--- src/rtl/vote_collector.sv ---
// vote_collector
// Input stage for the 3-input majority voter. It turns three raw, bouncy voter
// buttons into clean votes, one per session.
//
// Each button channel goes through these steps in order:
//   2-FF synchroniser -> debouncer -> rising-edge detect -> vote latch.
// A session FSM (IDLE -> COLLECT -> HOLD) opens a timed voting window and then
// freezes the votes.
//
// Optional feature macro: VOTE_RECAST_EN
//   defined   : in COLLECT, a press toggles its latch, so a second press
//               retracts the vote.
//   undefined : a press only sets its latch, so the vote is sticky.
//
// Parameters:
//   DEB_CYCLES : consecutive stable cycles needed before the debounced level
//                changes (>= 2).
//   WIN_CYCLES : voting-window length in clk cycles (>= 2).
//
// Ports:
//   clk        in   system clock, rising-edge active
//   rst        in   synchronous, active-high reset
//   start      in   one-cycle pulse that opens a voting session
//   clear      in   one-cycle pulse that ends or aborts a session (wins over all)
//   btn[2:0]   in   raw asynchronous buttons: [0]=A, [1]=B, [2]=C
//   vote_a/b/c out  latched votes, visible live during COLLECT
//   vote_valid out  high in HOLD: votes are frozen and final
//   collecting out  high in COLLECT: the voting window is open
module vote_collector #(
  parameter int DEB_CYCLES = 1000000,
  parameter int WIN_CYCLES = 50000000
) (
  input  logic       clk,
  input  logic       rst,
  input  logic       start,
  input  logic       clear,
  input  logic [2:0] btn,
  output logic       vote_a,
  output logic       vote_b,
  output logic       vote_c,
  output logic       vote_valid,
  output logic       collecting
);

  localparam int DW = $clog2(DEB_CYCLES);
  localparam int WW = $clog2(WIN_CYCLES);
  localparam logic [DW-1:0] DEB_LAST = DW'(DEB_CYCLES - 1);
  localparam logic [WW-1:0] WIN_LAST = WW'(WIN_CYCLES - 1);

  typedef enum logic [1:0] {
    IDLE    = 2'd0,
    COLLECT = 2'd1,
    HOLD    = 2'd2
  } state_t;

  state_t          state, state_n;
  logic [2:0]      s1, s2, deb, deb_d;
  logic [DW-1:0]   cnt [3];
  logic [2:0]      press;
  logic [2:0]      latch, latch_n;
  logic [WW-1:0]   win, win_n;

  // Synchroniser and debouncer. These run in every state, so a button that is
  // already held when start arrives produces no edge. It must be released and
  // pressed again to vote.
  always_ff @(posedge clk) begin
    if (rst) begin
      s1    <= '0;
      s2    <= '0;
      deb   <= '0;
      deb_d <= '0;
      for (int i = 0; i < 3; i++) cnt[i] <= '0;
    end else begin
      s1    <= btn;
      s2    <= s1;
      deb_d <= deb;
      for (int i = 0; i < 3; i++) begin
        if (s2[i] != deb[i]) begin
          if (cnt[i] == DEB_LAST) begin
            deb[i] <= s2[i];
            cnt[i] <= '0;
          end else begin
            cnt[i] <= cnt[i] + DW'(1);
          end
        end else begin
          // Any return to the current level restarts the stability count.
          cnt[i] <= '0;
        end
      end
    end
  end

  // One-cycle pulse on each debounced rise.
  assign press = deb & ~deb_d;

  always_comb begin
    state_n = state;
    latch_n = latch;
    win_n   = win;
    case (state)
      IDLE: begin
        latch_n = '0;
        win_n   = '0;
        if (start) state_n = COLLECT;
      end
      COLLECT: begin
`ifdef VOTE_RECAST_EN
        latch_n = latch ^ press;
`else
        latch_n = latch | press;
`endif
        win_n = win + WW'(1);
        // latch_n includes this cycle's presses, so a press that lands in the
        // exit cycle is still counted.
        if (win == WIN_LAST || latch_n == 3'b111) state_n = HOLD;
      end
      HOLD: begin
        // Votes stay frozen. Presses and start are ignored here.
      end
      default: begin
        state_n = IDLE;
        latch_n = '0;
        win_n   = '0;
      end
    endcase
    // clear wins over start and presses in every state.
    if (clear) begin
      state_n = IDLE;
      latch_n = '0;
      win_n   = '0;
    end
  end

  always_ff @(posedge clk) begin
    if (rst) begin
      state      <= IDLE;
      latch      <= '0;
      win        <= '0;
      vote_valid <= 1'b0;
      collecting <= 1'b0;
    end else begin
      state      <= state_n;
      latch      <= latch_n;
      win        <= win_n;
      // Status flags are loaded from the next state so they stay aligned
      // with the state register.
      vote_valid <= (state_n == HOLD);
      collecting <= (state_n == COLLECT);
    end
  end

  // The latch register drives the vote outputs directly.
  assign vote_a = latch[0];
  assign vote_b = latch[1];
  assign vote_c = latch[2];

endmodule
--- config.mk ---
export PLATFORM = sky130hd
export DESIGN_NAME = vote_collector
export DESIGN_NICKNAME = d
export VERILOG_FILES = /design/src/rtl/vote_collector.sv
export SDC_FILE = /design/constraint.sdc
export NUM_CORES = 1
export LEC_CHECK = 0
export BUFFER_PORTS_ARGS = -buffer_cell sky130_fd_sc_hd__buf_2
export CAP_MARGIN = 25
export CORE_MARGIN = 2
export CORE_UTILIZATION = 55
export CTS_BUF_LIST = sky130_fd_sc_hd__clkbuf_8
export DETAILED_ROUTE_END_ITERATION = 8
export GPL_TIMING_DRIVEN = 0
export PLACE_DENSITY = 0.77
export SLEW_MARGIN = 40
export SYNTH_ARGS = -nofsm -noshare
export SYNTH_HDL_FRONTEND = slang
export SYNTH_SLANG_ARGS = --single-unit
--- constraint.sdc ---
create_clock -name clk -period 3.4 [get_ports clk]
set_input_delay 0.17 -clock clk [delete_from_list [all_inputs] [get_ports clk]]
set_output_delay 0.17 -clock clk [all_outputs]
set_load 0.02 [all_outputs]
## Word-level counts from Yosys, hierarchy flattened

Memories as Yosys holds them, arrays and structs flattened.
Index checks and enable logic that the tools add are counted.

- Register bits: 45
- RAM bits: 60
- Bits of input ports: 7
- Output and inout port bits: 5
- Memories: 1

Memory list:

| name | words | bits a word | rd ports | clocked after Yosys merged registers in | write ports | RTL line | RTL |
|---|---|---|---|---|---|---|---|
| cnt | 3 | 20 | 3 | 0 | 3 | 58 | `logic [DW-1:0] cnt [3];` |

- Add/subtract/negate cells: 4
- Equal/unequal tests: 12
- Mux-type cells: 50
- Bitwise operators: 12
- Reductions and logical operators: 6

Operators by type and width:

| cell | count |
|---|---|
| 2-to-1 mux 20 bit | 9 |
| adder 20 x 1 -> 20 bit, second input constant | 3 |
| == test 20 bit, second input constant | 3 |
| case mux 26 bit (2 select lines) | 1 |
| 2-to-1 mux 1 bit | 35 |
| adder 26 x 1 -> 26 bit, second input constant | 1 |
| == test 26 bit, second input constant | 1 |
| bitwise OR 1 bit | 9 |
| 2-to-1 mux 2 bit | 3 |
| case mux 2 bit (3 select lines) | 1 |
| case mux 3 bit (2 select lines) | 1 |
| AND reduction 2 bit | 3 |
| == test 2 x 1 -> 1 bit, second input constant | 2 |
| == test 2 bit, second input constant | 2 |
| bitwise AND 3 bit | 1 |
| == test 3 bit, second input constant | 1 |
| inequality test 1 bit | 3 |
| NOT 3 bit | 1 |
| bitwise OR 3 bit | 1 |
| zero test 2 bit | 1 |
| OR reduction 2 bit | 1 |
| logical OR 1 bit | 1 |

## Depth between registers and ports, before layout

- Depth after elaboration: 9
- Gate-level depth with buffers: 7
- Mapped depth without buffers: 5

## Least setup slack after synthesis

OpenSTA, ideal clock, no wires.

- Path type: reg-to-reg
- Start: mem cnt[2][7] in the netlist's numbering
- End: mem cnt[2][10] in the netlist's numbering, data pin
- Setup time: 0.257 ns
- Arrival time: 1.621 ns
- Required time: 3.143 ns
- Slack: 1.522 ns
- Cell stages (with the launch flop): 6
- Buffers on the path: 1
- Period minus slack after synthesis: 1.878 ns
- Cells stage by stage: edfxtp_1 nor4b_1 nand4b_1 o21ai_1 buf_2 nor2_1

RTL lines:

| item | RTL line |
|---|---|
| start, declared | 58 |

==> reports/qor.yml <==
worst_setup_path:
  r2r-start: "cnt[2][7]"
  arrival_ns: 2.48
  critPathKind: "reg -> reg"
  crit_path_end_kind: "register"
  required_ns: 3.53
  startpoint: "cnt[2][7]"
  cp_max_fo: 10
  start_kind: "register"
layout:
  fin_nets: 649
  layout_common_cells: "67 x nor2_1, 60 x edfxtp_1, 60 x conb_1"
  finish.instance_area_um2: 5970
  diodes: 0
  drive_gt1_share_pct: 4.98
  syn_to_final_growth_pct: 11.9
  fillCellCount: 777
  layout_commonest_cell: "nor2_1"
  finalNonFillerCells: 772
detailed_routing:
  first_iter_violations: 168
  wl_per_cell_um: 13.4
  vias_per_cell: 5.47
  route.detailed.drc: 0
  via_count: 4221
  postRouteAntennaNets: 0
  first_pass_iters: 5
  wirelength_um: 10300
cts:
  cts-buffers-inserted: 9
  clk_latency_ns: 0.38
  clock_sinks: 105
  cts_buffer_depth: 2
  htree_levels: 3
  root_buffer: "clkbuf_8"
  tritoncts: "built"
  post_cts_buffers: 0
  clkTransAtPathRegs_ns: 0.11
  cts_resized: 0
outcome:
  status: "finished, final reports clean"
placement:
  placed_cell_area_um2: 5780
  place_congestion: 0.863
  port_buffers: 11
  dp.cells: 754
  hpwl_um: 7600
floorplan:
  initial_core_util_pct: 57.3
  io_pins: 12
  dieWidth_um: 103
  core_um2: 9330
  rows: 35
  fp.dieArea_um2: 10500
  die_height_um: 103
sta:
  period_needed_ns: 2.35
  final_hold_viol_count: 0
  final.setup.tns_ns: 0
  fin_hold_ws_ns: 0.0188
  max_clock_freq_mhz: 425
  clock_skew_ns: 0.0140
  slew_violations: 0
  worst-slew-pin-transition_ns: 0.699
  setup-violations-final: 0
  slew_headroom_pct: 53.1
  grt_setup_unrepaired: "false"
  period_share_pct: 69.2
synth:
  syn_area_um2: 5340
  synth_edf_count: 60
  ys.warnings.count: 0
  synth_top_area_cell: "edfxtp_1"
  synth.distinct_cells: 51
  netlist_instances: 555
  async_reset_ff_share_pct: 0
  synth.top_cell.area_share_pct: 33.7
  synthFlopType: "edfxtp_1"
  synth_top_cells_by_area: "edfxtp_1 34%, dfxtp_1 17%, nor2_1 4.7%"
  avgSynthCellArea_um2: 9.62
  synth-seq-cells: 105
  ys_seq_area_share_pct: 50.6
job:
  cap_violations: 0
global_routing:
  grt_pass1_vias: 4065
  antenna_found_initial: 0
  grt-ovfl-total: 0
  grt_pass1_wl_um: 17500
  grt_max_degree: 19
  grtUsageTotal_pct: 21.1
min_path:
  hold_class: "in -> reg"
  hp-start: "btn[2]"
power_and_ir_drop:
  ir_worst_vdd_uv: 333
  powerDensity_nw_per_um2: 372
  leakagePower_nw: 2.01
  totalPowerFinal_mw: 2.22
-- per-stage QoR --
step / setup WS [ns] / util (%)
final: 1.05 / 64.1
after global routing: 0.796 / 64.1
after CTS: 1.00 / 64.1
after detailed placement: 1.01 / 62.0
after global placement: 1.07 / 62.0
after floorplan: 1.52 / -
-- critical path, stage by stage, from the launching register on --
cell and delay [ns]:
edfxtp_1 0.48, nor4b_1 0.37, nand4b_1 0.23, o21ai_1 0.61
buf_2 0.33, nor2_1 0.08
-- synth_stat cells, types with 5 or more instances --
| cell type | n |
|---|---|
| a21oi_1 | 32 |
| o21ai_0 | 18 |
| clkbuf_1 | 15 |
| xnor2_1 | 21 |
| nand3_1 | 28 |
| o31ai_1 | 8 |
| nor4_1 | 9 |
| or3_1 | 21 |
| nor3_1 | 15 |
| nand2_1 | 33 |
| dfxtp_1 | 45 |
| inv_1 | 21 |
| edfxtp_1 | 60 |
| nor2b_1 | 11 |
| nor2_1 | 67 |
| and3_1 | 9 |
| nand4_1 | 30 |
| and2_1 | 5 |
| xor2_1 | 23 |
| or4_1 | 13 |
| and4_1 | 8 |
-- what timing repair did --
item	4_1_cts	5_1_grt
hold buffers	2	0
endpoints found under the hold margin	2	0
setup endpoints to repair	0	0
-- metal layers --
layer / wire [um] / vias to the layer above / track usage [%]
met1: 4750 / 1979 / 26.0
met3: 368 / 14 / 6.37
met2: 5110 / 67 / 36.0
li1: - / 2161 / -
met4: 121 / 0 / 5.74
met5: 0 / - / 0
-- cell families (layout without fill, tap and decap cells) --
| family | Yosys count | after routing | synth area share [%] |
|---|---|---|---|
| other | 1 | 60 | 0.0702 |
| xor gates and xnor gates | 44 | 44 | 7.21 |
| and+or+nand+nor | 273 | 273 | 28.0 |
| buffers and inverters | 41 | 70 | 2.97 |
| adders and majority gates | 4 | 4 | 0.937 |
| DFF | 105 | 105 | 50.6 |
| AOI/OAI and AO/OA | 83 | 83 | 9.46 |
| muxes | 4 | 4 | 0.750 |
-- final timing paths --
check	to	slack, ns	depth (start not counted)
worst max-delay path	cnt[2][7]	1.05	5
worst min-delay path	s1[2]	0.02	2
worst max register to register	cnt[2][7]	1.05	5
worst min register to register	s2[0]	0.45	1
-- sequential cells by signal, summed over array words and instances, names as in the netlist --
register,cells
s2,3
latch,3
vote_valid,1
cnt,60
collecting,1
state,2
deb_d,3
win,26
deb,3
s1,3
-- power by group --
part           internal, mW  switching [mW]
logic                0.0362          0.0579
registers              1.38          0.0367
clock network         0.274           0.440
-- layout make-up --
type	count	area, um2	share of cell area [%]
flip-flops and latches	105	2700	45.2
multi-input cells	468	2700	45.2
well taps	129	161	2.70
clock buffers	9	124	2.07
plain buffers	20	80.1	1.34
inverters	21	78.8	1.32
repair buffers	13	75.1	1.26
clock inverters	7	51.3	0.859
Note: power is estimated with default switching activity, not from simulation.
